## src/rtl/shared_pipe_arbiter.sv

```systemverilog
// rtl/shared_pipe_arbiter.sv - round-robin arbiter feeding one shared tagged add pipeline
// Optional per-channel stall counters: define SHARED_PIPE_STALL_CNT_EN.
module shared_pipe_arbiter #(
  parameter int NUM_CH    = 2,
  parameter int DATA_W    = 32,
  parameter int DEPTH     = 3,
  parameter int ADD_CONST = 1
) (
  input  logic                       clk,
  input  logic                       reset,
  input  logic [NUM_CH*DATA_W-1:0]   in_data,
  input  logic [NUM_CH-1:0]          in_valid,
  input  logic [NUM_CH-1:0]          flush,
  output logic [NUM_CH-1:0]          stall,
  output logic [NUM_CH*DATA_W-1:0]   out_data,
  output logic [NUM_CH-1:0]          out_valid,
  output logic                       busy
`ifdef SHARED_PIPE_STALL_CNT_EN
  ,
  output logic [NUM_CH*16-1:0]       stall_cnt
`endif
);

  localparam int TAG_W = (NUM_CH > 1) ? $clog2(NUM_CH) : 1;
  // The output register is the last of the DEPTH stages, so DEPTH-1 internal stages remain.
  localparam int NS    = (DEPTH > 1) ? DEPTH - 1 : 1;

  logic [TAG_W-1:0]          r_rr_ptr;
  logic [NUM_CH-1:0]         w_elig;
  logic [2*NUM_CH-1:0]       w_rot;
  logic [NUM_CH-1:0]         w_grant;
  logic                      w_any_grant;
  logic [TAG_W:0]            w_pos;
  logic [TAG_W-1:0]          w_gnt_idx;
  logic [DATA_W-1:0]         w_gnt_data;
  logic [DATA_W-1:0]         w_gnt_sum;

  logic [NS-1:0]             r_vld;
  logic [TAG_W-1:0]          r_tag  [NS];
  logic [DATA_W-1:0]         r_data [NS];

  logic                      w_last_vld;
  logic [TAG_W-1:0]          w_last_tag;
  logic [DATA_W-1:0]         w_last_data;

  logic [NUM_CH-1:0]         r_out_valid;
  logic [NUM_CH*DATA_W-1:0]  r_out_data;

  // Rotate eligibility so index 0 is the channel at rr_ptr, then take the first set bit.
  always_comb begin
    w_elig      = in_valid & ~flush & {NUM_CH{~reset}};
    w_rot       = {w_elig, w_elig} >> r_rr_ptr;
    w_grant     = '0;
    w_any_grant = 1'b0;
    w_pos       = '0;
    w_gnt_idx   = '0;
    for (int off = 0; off < NUM_CH; off++) begin
      if (!w_any_grant && w_rot[off]) begin
        w_any_grant = 1'b1;
        w_pos       = {1'b0, r_rr_ptr} + (TAG_W+1)'(off);
        if (w_pos >= (TAG_W+1)'(NUM_CH)) begin
          w_pos = w_pos - (TAG_W+1)'(NUM_CH);
        end
        w_gnt_idx = w_pos[TAG_W-1:0];
      end
    end
    w_gnt_data = '0;
    for (int ch = 0; ch < NUM_CH; ch++) begin
      if (w_any_grant && (w_gnt_idx == TAG_W'(ch))) begin
        w_grant[ch] = 1'b1;
        w_gnt_data  = in_data[ch*DATA_W +: DATA_W];
      end
    end
    w_gnt_sum = w_gnt_data + DATA_W'(ADD_CONST);
  end

  assign stall = w_elig & ~w_grant;

  always_ff @(posedge clk) begin
    if (reset) begin
      r_rr_ptr <= '0;
    end else if (w_any_grant) begin
      r_rr_ptr <= (w_gnt_idx == TAG_W'(NUM_CH - 1)) ? '0 : w_gnt_idx + TAG_W'(1);
    end
  end

  // A flush clears matching entries as they move forward; data/tag need no reset.
  always_ff @(posedge clk) begin
    if (reset) begin
      r_vld <= '0;
    end else begin
      r_vld[0] <= (DEPTH > 1) && w_any_grant;
      for (int s = 1; s < NS; s++) begin
        r_vld[s] <= r_vld[s-1] & ~flush[r_tag[s-1]];
      end
    end
  end

  always_ff @(posedge clk) begin
    r_tag[0]  <= w_gnt_idx;
    r_data[0] <= w_gnt_sum;
    for (int s = 1; s < NS; s++) begin
      r_tag[s]  <= r_tag[s-1];
      r_data[s] <= r_data[s-1];
    end
  end

  always_comb begin
    if (DEPTH > 1) begin
      w_last_vld  = r_vld[NS-1];
      w_last_tag  = r_tag[NS-1];
      w_last_data = r_data[NS-1];
    end else begin
      w_last_vld  = w_any_grant;
      w_last_tag  = w_gnt_idx;
      w_last_data = w_gnt_sum;
    end
  end

  always_ff @(posedge clk) begin
    if (reset) begin
      r_out_valid <= '0;
      r_out_data  <= '0;
    end else begin
      for (int k = 0; k < NUM_CH; k++) begin
        if (w_last_vld && (w_last_tag == TAG_W'(k)) && !flush[k]) begin
          r_out_valid[k]                  <= 1'b1;
          r_out_data[k*DATA_W +: DATA_W]  <= w_last_data;
        end else begin
          r_out_valid[k] <= 1'b0;
        end
      end
    end
  end

  assign out_valid = r_out_valid;
  assign out_data  = r_out_data;
  assign busy      = (DEPTH > 1) ? |r_vld : 1'b0;

`ifdef SHARED_PIPE_STALL_CNT_EN
  logic [NUM_CH*16-1:0] r_stall_cnt;

  always_ff @(posedge clk) begin
    if (reset) begin
      r_stall_cnt <= '0;
    end else begin
      for (int i = 0; i < NUM_CH; i++) begin
        if (stall[i] && (r_stall_cnt[i*16 +: 16] != 16'hFFFF)) begin
          r_stall_cnt[i*16 +: 16] <= r_stall_cnt[i*16 +: 16] + 16'd1;
        end
      end
    end
  end

  assign stall_cnt = r_stall_cnt;
`endif

endmodule

```

## config.mk

```make
export PLATFORM = sky130hd
export DESIGN_NAME = shared_pipe_arbiter
export DESIGN_NICKNAME = d
export VERILOG_FILES = /design/src/rtl/shared_pipe_arbiter.sv
export SDC_FILE = /design/constraint.sdc
export NUM_CORES = 1
export LEC_CHECK = 0
export BUFFER_PORTS_ARGS = -buffer_cell sky130_fd_sc_hd__clkbuf_2
export CORE_ASPECT_RATIO = 1.5
export CORE_MARGIN = 1
export CORE_UTILIZATION = 35
export DETAILED_ROUTE_END_ITERATION = 8
export MAX_ROUTING_LAYER = met4
export PLACE_DENSITY_LB_ADDON = 0.3
export SYNTH_ARGS = -nofsm -noshare
export SYNTH_HDL_FRONTEND = slang
export SYNTH_SLANG_ARGS = --single-unit
```

## constraint.sdc

```tcl
create_clock -name clk -period 4.2 [get_ports clk]
set_input_delay 0.84 -clock clk [delete_from_list [all_inputs] [get_ports clk]]
set_output_delay 0.84 -clock clk [all_outputs]
set_load 0.005 [all_outputs]
```

==> impl_metrics.ini, run 1 <==
[drt]
viasPerCell = 5.01
wl_met2_mm = 6.58
route.detailed.drc = 0
first_pass_iters = 5
drt-met1-wl_mm = 5.71
dr_wl_met3_um = 707
vias = 4546
drtIter0Drc = 203
top_layer = met4
routed_wirelength_mm = 13.1
wl_per_cell_um = 14.5
ant_nets = 0

[critical_path]
rrSetupSlack_ns = 1.33
crit_fanout = 11
critPathKind = primary input to register
endpoint = r_data[0][26]
start_kind = primary input
r2r-start = r_rr_ptr
worstSetupStartpoint = reset
cp.required_ns = 4.54
crit-reg2reg-capture = r_data[0][26]
worstPathArrival_ns = 3.61
end_kind = register
rr_worst_depth = 9

[grt]
grt_max_degree = 68
grt_usage_pct = 18.6
gr-total-overflow = 0
grt_first_pass_wirelength_mm = 21.2
antenna_found_initial = 0
grt_pass1_vias = 4285

[place]
place_hpwl_mm = 9.77
place_congestion = 0.953
placed_area_um2 = 5960
port_buffers = 138

[timing]
finalSetupViolCount = 0
drv_slew = 0
finalCritPeriodShare_pct = 77.8
finalHoldViolCount = 0
fin_crit_ns = 3.27
fin_worst_skew_ns = 0.00567
worstMarginPinSlew_ns = 1.25
rsz0062_at_grt = no
fmax_mhz = 306
max_slew_margin_pct = 16.4
setup_tns_ns = 0

[yosys]
ys_seq_area_share_pct = 52.6
ys.flop_type = dfxtp_1
yosys_warnings = 0
syn_area_per_cell_um2 = 8.92
synth_fp_nets = 647
synth_edf_count = 0
async_flop_share_pct = 0
synth_area_um2 = 5140
synthesis.instances = 576
synth_cell_type_count = 45
ys_ff_latch = 135

[floorplan]
fp.coreArea_um2 = 14200
die_h_um = 150
rows = 53
ios = 139
initial_core_util_pct = 36.2
die_x_um = 101
die_area_um2 = 15200

[finish]
drive_gt1_share_pct = 27.2
syn_to_final_growth_pct = 28.2
nets = 775
final_cell_area_um2 = 6590
diodes = 0
final_common_cell = nand2_1
final_cell_mix = nand2_1 (151), clkbuf_2 (138), dfxtp_1 (135)

[status]
outcome = completed

[clock_tree]
clock_latency_ns = 0.41
cts_tree = built
cts.sinks = 135
post_cts_buffers = 0
cts_root_buffer = clkbuf_16
cts_buffer_depth = 2
h-tree-depth = 4
cts_resized = 0
numCtsBuffers = 17
path_clk_slew_ns = 0.05
cts_hold_buffers = 0

[power_and_ir_drop]
ir_drop_uv = 251
cellPowerDensity_nw_per_um2 = 460
total_power_uw = 3030
p_leak_uw = 0.00263

[worst_hold_path]
hp-start = r_data[0][3]
min_path_type = register to register

[job]
maxCapViolations = 0
## critical path, stage by stage
cell and delay [ns]:
clkbuf_2 0.18, nor3b_2 0.56, nand2_1 0.22, inv_1 0.12
a22o_1 0.14, ha_1 0.17, a21boi_1 0.25, nand4_1 0.46
nor4_1 0.50, xnor2_1 0.16
## cell type report
class                      instances  area, um^2
clock inverter                    11         173
inverter                           7        26.3
tap                              192         240
multi-input combinational        397        2240
timing repair buffer             146         751
fill                            1439        7600
clock buffer                      20         457
sequential                       135        2700
## cells by family after synthesis
logic type / after synthesis / synth area share, %
compound gates: 129 / 16.7
xor+xnor: 28 / 4.77
flops: 135 / 52.6
buf+inv: 44 / 3.92
fa+ha+maj: 1 / 0.243
simple gates: 239 / 21.8
## worst min-delay path by stage
stage,endpoint,slack (ns),cells after the start
CTS,r_data[0][36],0.32,0
detailed placement,r_data[0][35],0.31,0
global route,r_data[0][37],0.32,0
finish,r_data[0][35],0.32,0
floorplan,r_data[0][32],0.31,0
global placement,r_data[0][35],0.31,0
## sequential cells by signal (all words and copies together), names as in the netlist
register   cells
out_data      64
r_data        64
out_valid      2
r_tag          2
r_vld          2
r_rr_ptr       1
## cell usage after synthesis (2+ instances only)
master     count  area share [%]
buf_6          3            0.66
a222oi_1       3            0.58
a31oi_1       14             1.7
a2111oi_4      2             1.1
nor2_1         8            0.58
nor4_1         6            0.73
nand4_1        8            0.97
a32o_1         2            0.39
or2_2          2            0.24
nand3_1       33             3.2
xor2_1        14             2.4
nor3b_1        2            0.29
buf_4          2            0.29
nand2_1      151              11
buf_2          5            0.49
a22o_1         9             1.5
a32oi_1        2            0.34
a21boi_0       6            0.88
nand4_2        2            0.49
o22ai_1        5            0.61
inv_1          7            0.51
nand2b_1       3            0.37
nor4_2         5             1.2
o22ai_2        2            0.49
a22oi_1        9             1.3
dfxtp_1      135              53
xnor2_1       14             2.4
a21oi_1       70             6.8
nor3_1         8            0.78
clkbuf_1      26             1.9
and2_1         4            0.49
## layer usage
layer,global-route usage [%],vias to the layer above
met4,8.19,0
met1,22.4,2090
met2,30.2,179
li1,-,2263
met3,3.57,14
met5,-,-
## stage by stage
stage                     hold WS (ns)  utilization, %  worst slack (ns)  std cells
after floorplan                  0.310               -             0.605        576
after global placement           0.313            42.0             0.713        877
after detailed placement         0.312            42.0             0.563        877
after CTS                        0.321            46.4             0.984        908
after global routing             0.322            46.4             0.674        908
final                            0.323            46.4             0.931        908
## power by group
| group | internal, uW | switching (uW) |
|---|---|---|
| combinational | 59.7 | 93.1 |
| clock | 1020 | 523 |
| sequential | 1320 | 14.7 |
(Power assumes the default switching activity.)
==> inputs of run 2 (changes only) <==
Clock period 4.2 ns to 3.2 ns, I/O delays scaled along.
==> run 2 against run 1 <==
Combinational power grew 32%. Clock power grew 20%. Clock skew is essentially flat. Sequential power grew 32%. Utilization is essentially flat. Global-route usage grew 0.24 points. Final area is essentially flat. Via count shrank 0.44%. Sequential share of layout area is essentially flat. Register-to-register slack lost 0.71 ns. Critical endpoint is now r_data[0][31]. Highest routed layer unchanged.
==> impl_metrics.ini, run 2 (synthesis results as in run 1) <==
[clock_tree]
clock_latency_ns = 0.41
post_cts_buffers = 0
path_clk_slew_ns = 0.06
cts.sinks = 135
numCtsBuffers = 17
h-tree-depth = 4
cts_buffer_depth = 2
cts_resized = 0
cts_root_buffer = clkbuf_16
cts_hold_buffers = 0
cts_tree = built

[power_and_ir_drop]
cellPowerDensity_nw_per_um2 = 578
p_leak_uw = 0.00263
swShare_pct = 23.4
p_clk_share_pct = 48.8
ir_drop_uv = 331
p_comb_share_pct = 5.3
p_int_uw = 2920
switchingPower_uw = 889
seq_power_share_pct = 45.9
total_power_uw = 3800

[finish]
syn_to_final_growth_pct = 28.1
final_common_cell = nand2_1
final_cell_mix = nand2_1 (151), clkbuf_2 (138), dfxtp_1 (135)
fin_util_pct = 46.4
diodes = 0
drive_gt1_share_pct = 28.1
nets = 781
final_cell_area_um2 = 6580

[drt]
wl_per_cell_um = 14.4
drt-met1-wl_mm = 5.78
drtIter0Drc = 206
vias = 4526
first_pass_iters = 5
ant_nets = 0
routed_wirelength_mm = 13.2
top_layer = met4
wl_met2_mm = 6.56
route.detailed.drc = 0
dr_wl_met3_um = 602
viasPerCell = 4.95

[timing]
drv_slew = 0
fin_crit_ns = 2.69
setup_tns_ns = 0
rsz0062_at_grt = no
timing.final.ws_setup_ns = 0.510
finalSetupViolCount = 0
finalHoldViolCount = 0
worstMarginPinSlew_ns = 0.712
fin_worst_skew_ns = 0.00556
fmax_mhz = 372
finalCritPeriodShare_pct = 84.1
max_slew_margin_pct = 52.5

[status]
outcome = completed

[floorplan]
initial_core_util_pct = 36.2
fp.coreArea_um2 = 14200
rows = 53
ios = 139
die_x_um = 101
die_area_um2 = 15200
die_h_um = 150

[grt]
grt_max_degree = 71
grt_pass1_vias = 4420
gr-total-overflow = 0
grt_usage_pct = 18.9
antenna_found_initial = 0
grt_first_pass_wirelength_mm = 21.5

[critical_path]
start_kind = primary input
cp.required_ns = 3.54
crit_fanout = 12
critPathKind = primary input to register
worstPathArrival_ns = 3.03
end_kind = register
rrSetupSlack_ns = 0.62

[place]
placed_area_um2 = 6000
place_congestion = 0.900
port_buffers = 138
place_hpwl_mm = 9.87
pre_cts_ws_ns = 0.116

[job]
maxCapViolations = 0

[worst_hold_path]
min_path_type = register to register
## run 2: cell types whose count changed in the layout (fill, tap and decap cells not counted), sizes merged
cell	change
clkinv	+2
inv	+5
clkbuf	-2
buf	+6
bufinv	-3
clkinvlp	-1
## run 2: final timing paths
| check | from | end | depth (start not counted) |
|---|---|---|---|
| max | reset | r_data[0][31] | 8 |
| min | r_data[0][2] | r_data[0][34] | 0 |
| max reg2reg | r_rr_ptr | r_data[0][6] | 9 |
| min reg2reg | r_data[0][2] | r_data[0][34] | 0 |
## run 2: final cells by class
class                   instances  area (um^2)
fillers                      1462         7610
clock inverters                14          140
multi-input cells             397         2240
clock buffers                  18          439
flip-flops and latches        135         2700
inverters                       7         26.3
repair buffers                152          796
well taps                     192          240
## run 2: power by group through the flow
stage	clock, uW	sequential (uW)	combinational [uW]
floorplan	0	1780	112
global placement	0	1780	197
detailed placement	0	1780	200
CTS	1900	1750	201
global route	1970	1750	221
finish	1860	1750	202
## run 2: through the flow
step	std cells	hold slack (ns)
floorplan	576	0.310
global placement	883	0.313
detailed placement	883	0.312
CTS	915	0.322
global route	915	0.321
finish	915	0.321
## run 2: worst max-delay path, stage by stage
cell	delay [ns]
clkbuf_2	0.13
nor3b_4	0.39
buf_4	0.26
nand2_1	0.24
o22ai_2	0.36
nand4_2	0.40
nor4_1	0.44
xnor2_1	0.16
## run 2: routing by layer
metal	up-vias	GRT usage, %
met5	-	-
met4	0	7.61
met3	20	3.85
met2	151	32.0
met1	2087	21.7
li1	2268	-
==> inputs of run 3 (changes only) <==
Clock period 3.2 ns to 2.5 ns, I/O delays scaled along.
==> run 3 against run 2 <==
Non-clock buffer count increased by 33. First-iteration DRC count fell by 8.7%. Clock-buffer cell count unchanged. Critical path depth is 2 higher. Setup slack got worse by 0.30 ns. Global-route usage rose by 0.64 points. Final area up 5.5%. Cell count up 3.6%. Register-to-register slack worse by 0.33 ns. Sequential power rose by 28%. Flip-flop and latch count unchanged. Largest cell class unchanged.
==> impl_metrics.ini, run 3 (synthesis results as in run 1) <==
[status]
outcome = completed

[clock_tree]
cts_root_buffer = clkbuf_16
h-tree-depth = 4
path_clk_slew_ns = 0.06
cts_resized = 0
cts_buffer_depth = 2
clock_latency_ns = 0.41
cts_tree = built
cts.sinks = 135
numCtsBuffers = 17
post_cts_buffers = 0
cts_hold_buffers = 0

[floorplan]
die_h_um = 150
fp.coreArea_um2 = 14200
die_x_um = 101
die_area_um2 = 15200
ios = 139
rows = 53
initial_core_util_pct = 36.2

[timing]
drv_slew = 0
max_slew_margin_pct = 53.4
worstMarginPinSlew_ns = 0.698
hold_ws_ns = 0.322
setup_tns_ns = 0
finalSetupViolCount = 0
fmax_mhz = 438
finalCritPeriodShare_pct = 91.4
rsz0062_at_grt = no
finalHoldViolCount = 0
fin_crit_ns = 2.29
fin_worst_skew_ns = 0.00935

[finish]
final_common_cell = nand2_1
num-fill-cells = 1421
final_cell_mix = nand2_1 (150), clkbuf_2 (138), dfxtp_1 (135)
drive_gt1_share_pct = 32.5
nets = 814
syn_to_final_growth_pct = 35.2
diodes = 0

[critical_path]
r2r-start = r_rr_ptr
critPathSlowestCell = a2111oi_4
crit_fanout = 11
start_kind = primary input
crit-reg2reg-capture = r_data[0][31]
path_common_cell = buf_4
cp_cell_sequence = clkbuf_2 > nor3b_2 > buf_4 > nand3_1 > buf_4 > a2111oi_4 > nand4_2 > buf_4 > nor4_1 > xnor2_1
worstPathArrival_ns = 2.61
end_kind = register
cp.required_ns = 2.83
rrSetupSlack_ns = 0.29
critPathMaxStageDelay_ns = 0.40
critPathKind = primary input to register
rr_worst_depth = 7

[drt]
vias = 4610
route.detailed.drc = 0
first_pass_iters = 6
routed_wirelength_mm = 13.7
wl_per_cell_um = 14.5
ant_nets = 0
drtIter0Drc = 188
viasPerCell = 4.86

[grt]
grt_max_degree = 69
antenna_found_initial = 0
grt_pass1_vias = 4471
gr-total-overflow = 0
grt_first_pass_wirelength_mm = 22.1
grt_usage_pct = 19.5

[worst_hold_path]
hp-start = r_data[0][25]
whs_endpoint = r_data[0][57]
hold_depth = 0
min_path_type = register to register

[power_and_ir_drop]
cellPowerDensity_nw_per_um2 = 705
ir_drop_uv = 462
p_leak_uw = 0.00287

[place]
place_congestion = 0.938
port_buffers = 138
place_hpwl_mm = 10.5

[job]
maxCapViolations = 0
run 3: cell types whose count changed in the layout (fill, tap and decap cells not counted), moves of 2 or more:
| cell | delta |
|---|---|
| buf_12 | +2 |
| buf_4 | +31 |
| clkinv_2 | +3 |
| inv_6 | -4 |
| nor3_1 | -2 |
| nor3_2 | +2 |
| nor4_1 | -4 |
| nor4_4 | +4 |
run 3: worst max path at each step:
stage                     startpoint             to  slack [ns]  depth (start not counted)
after floorplan                reset  r_data[0][18]       -0.20                         13
after global placement         reset  r_data[0][28]       -0.08                         10
after detailed placement       reset  r_data[0][31]       -0.20                         10
after CTS                      reset  r_data[0][31]        0.23                         10
after global routing           reset  r_data[0][31]        0.06                         10
final                          reset  r_data[0][31]        0.21                         10
run 3: cell type report:
cell class | count | area (um^2) | share of cell area [%]
Clock buffer | 18 | 429 | 6.18
Clock inverter | 14 | 150 | 2.16
Inverter | 7 | 26.3 | 0.378
Multi-Input combinational cell | 397 | 2330 | 33.5
Sequential cell | 135 | 2700 | 38.9
Tap cell | 192 | 240 | 3.46
Timing Repair Buffer | 185 | 1070 | 15.4
run 3: critical path: cells and delay by family:
kind | cells | cell delay, ns
xor+xnor | 1 | 0.17
compound gates | 1 | 0.40
simple gates | 4 | 0.86
buf+inv | 4 | 0.67
run 3: per-layer routing:
metal  track usage (%)  vias up  part of all wire [%]
li1                  -     2332                     -
met1              23.6     2120                    44
met2              32.4      152                    51
met3              3.67        6                   4.1
met4              6.81        0                  0.71
met5                 -        -                     0
run 3: where the power goes:
group	total [uW]	switching (uW)	internal (uW)
registers	2240	24.3	2210
clock network	2380	904	1470
logic	288	164	124
total	4900	1090	3810
run 3: stage by stage:
stage / utilization, % / instances / total power (uW) / worst slack, ns / cell area, um^2
6_report: 48.9 / 948 / 4900 / 0.215 / 6950
5_1_grt: 48.9 / 948 / 5080 / 0.0556 / 6950
4_1_cts: 48.9 / 948 / 4950 / 0.230 / 6950
3_5_place_dp: 44.9 / 916 / 2570 / -0.196 / 6370
3_3_place_gp: 44.9 / 916 / 2570 / -0.0794 / 6370
2_1_floorplan: - / 576 / 2430 / -0.203 / 5290
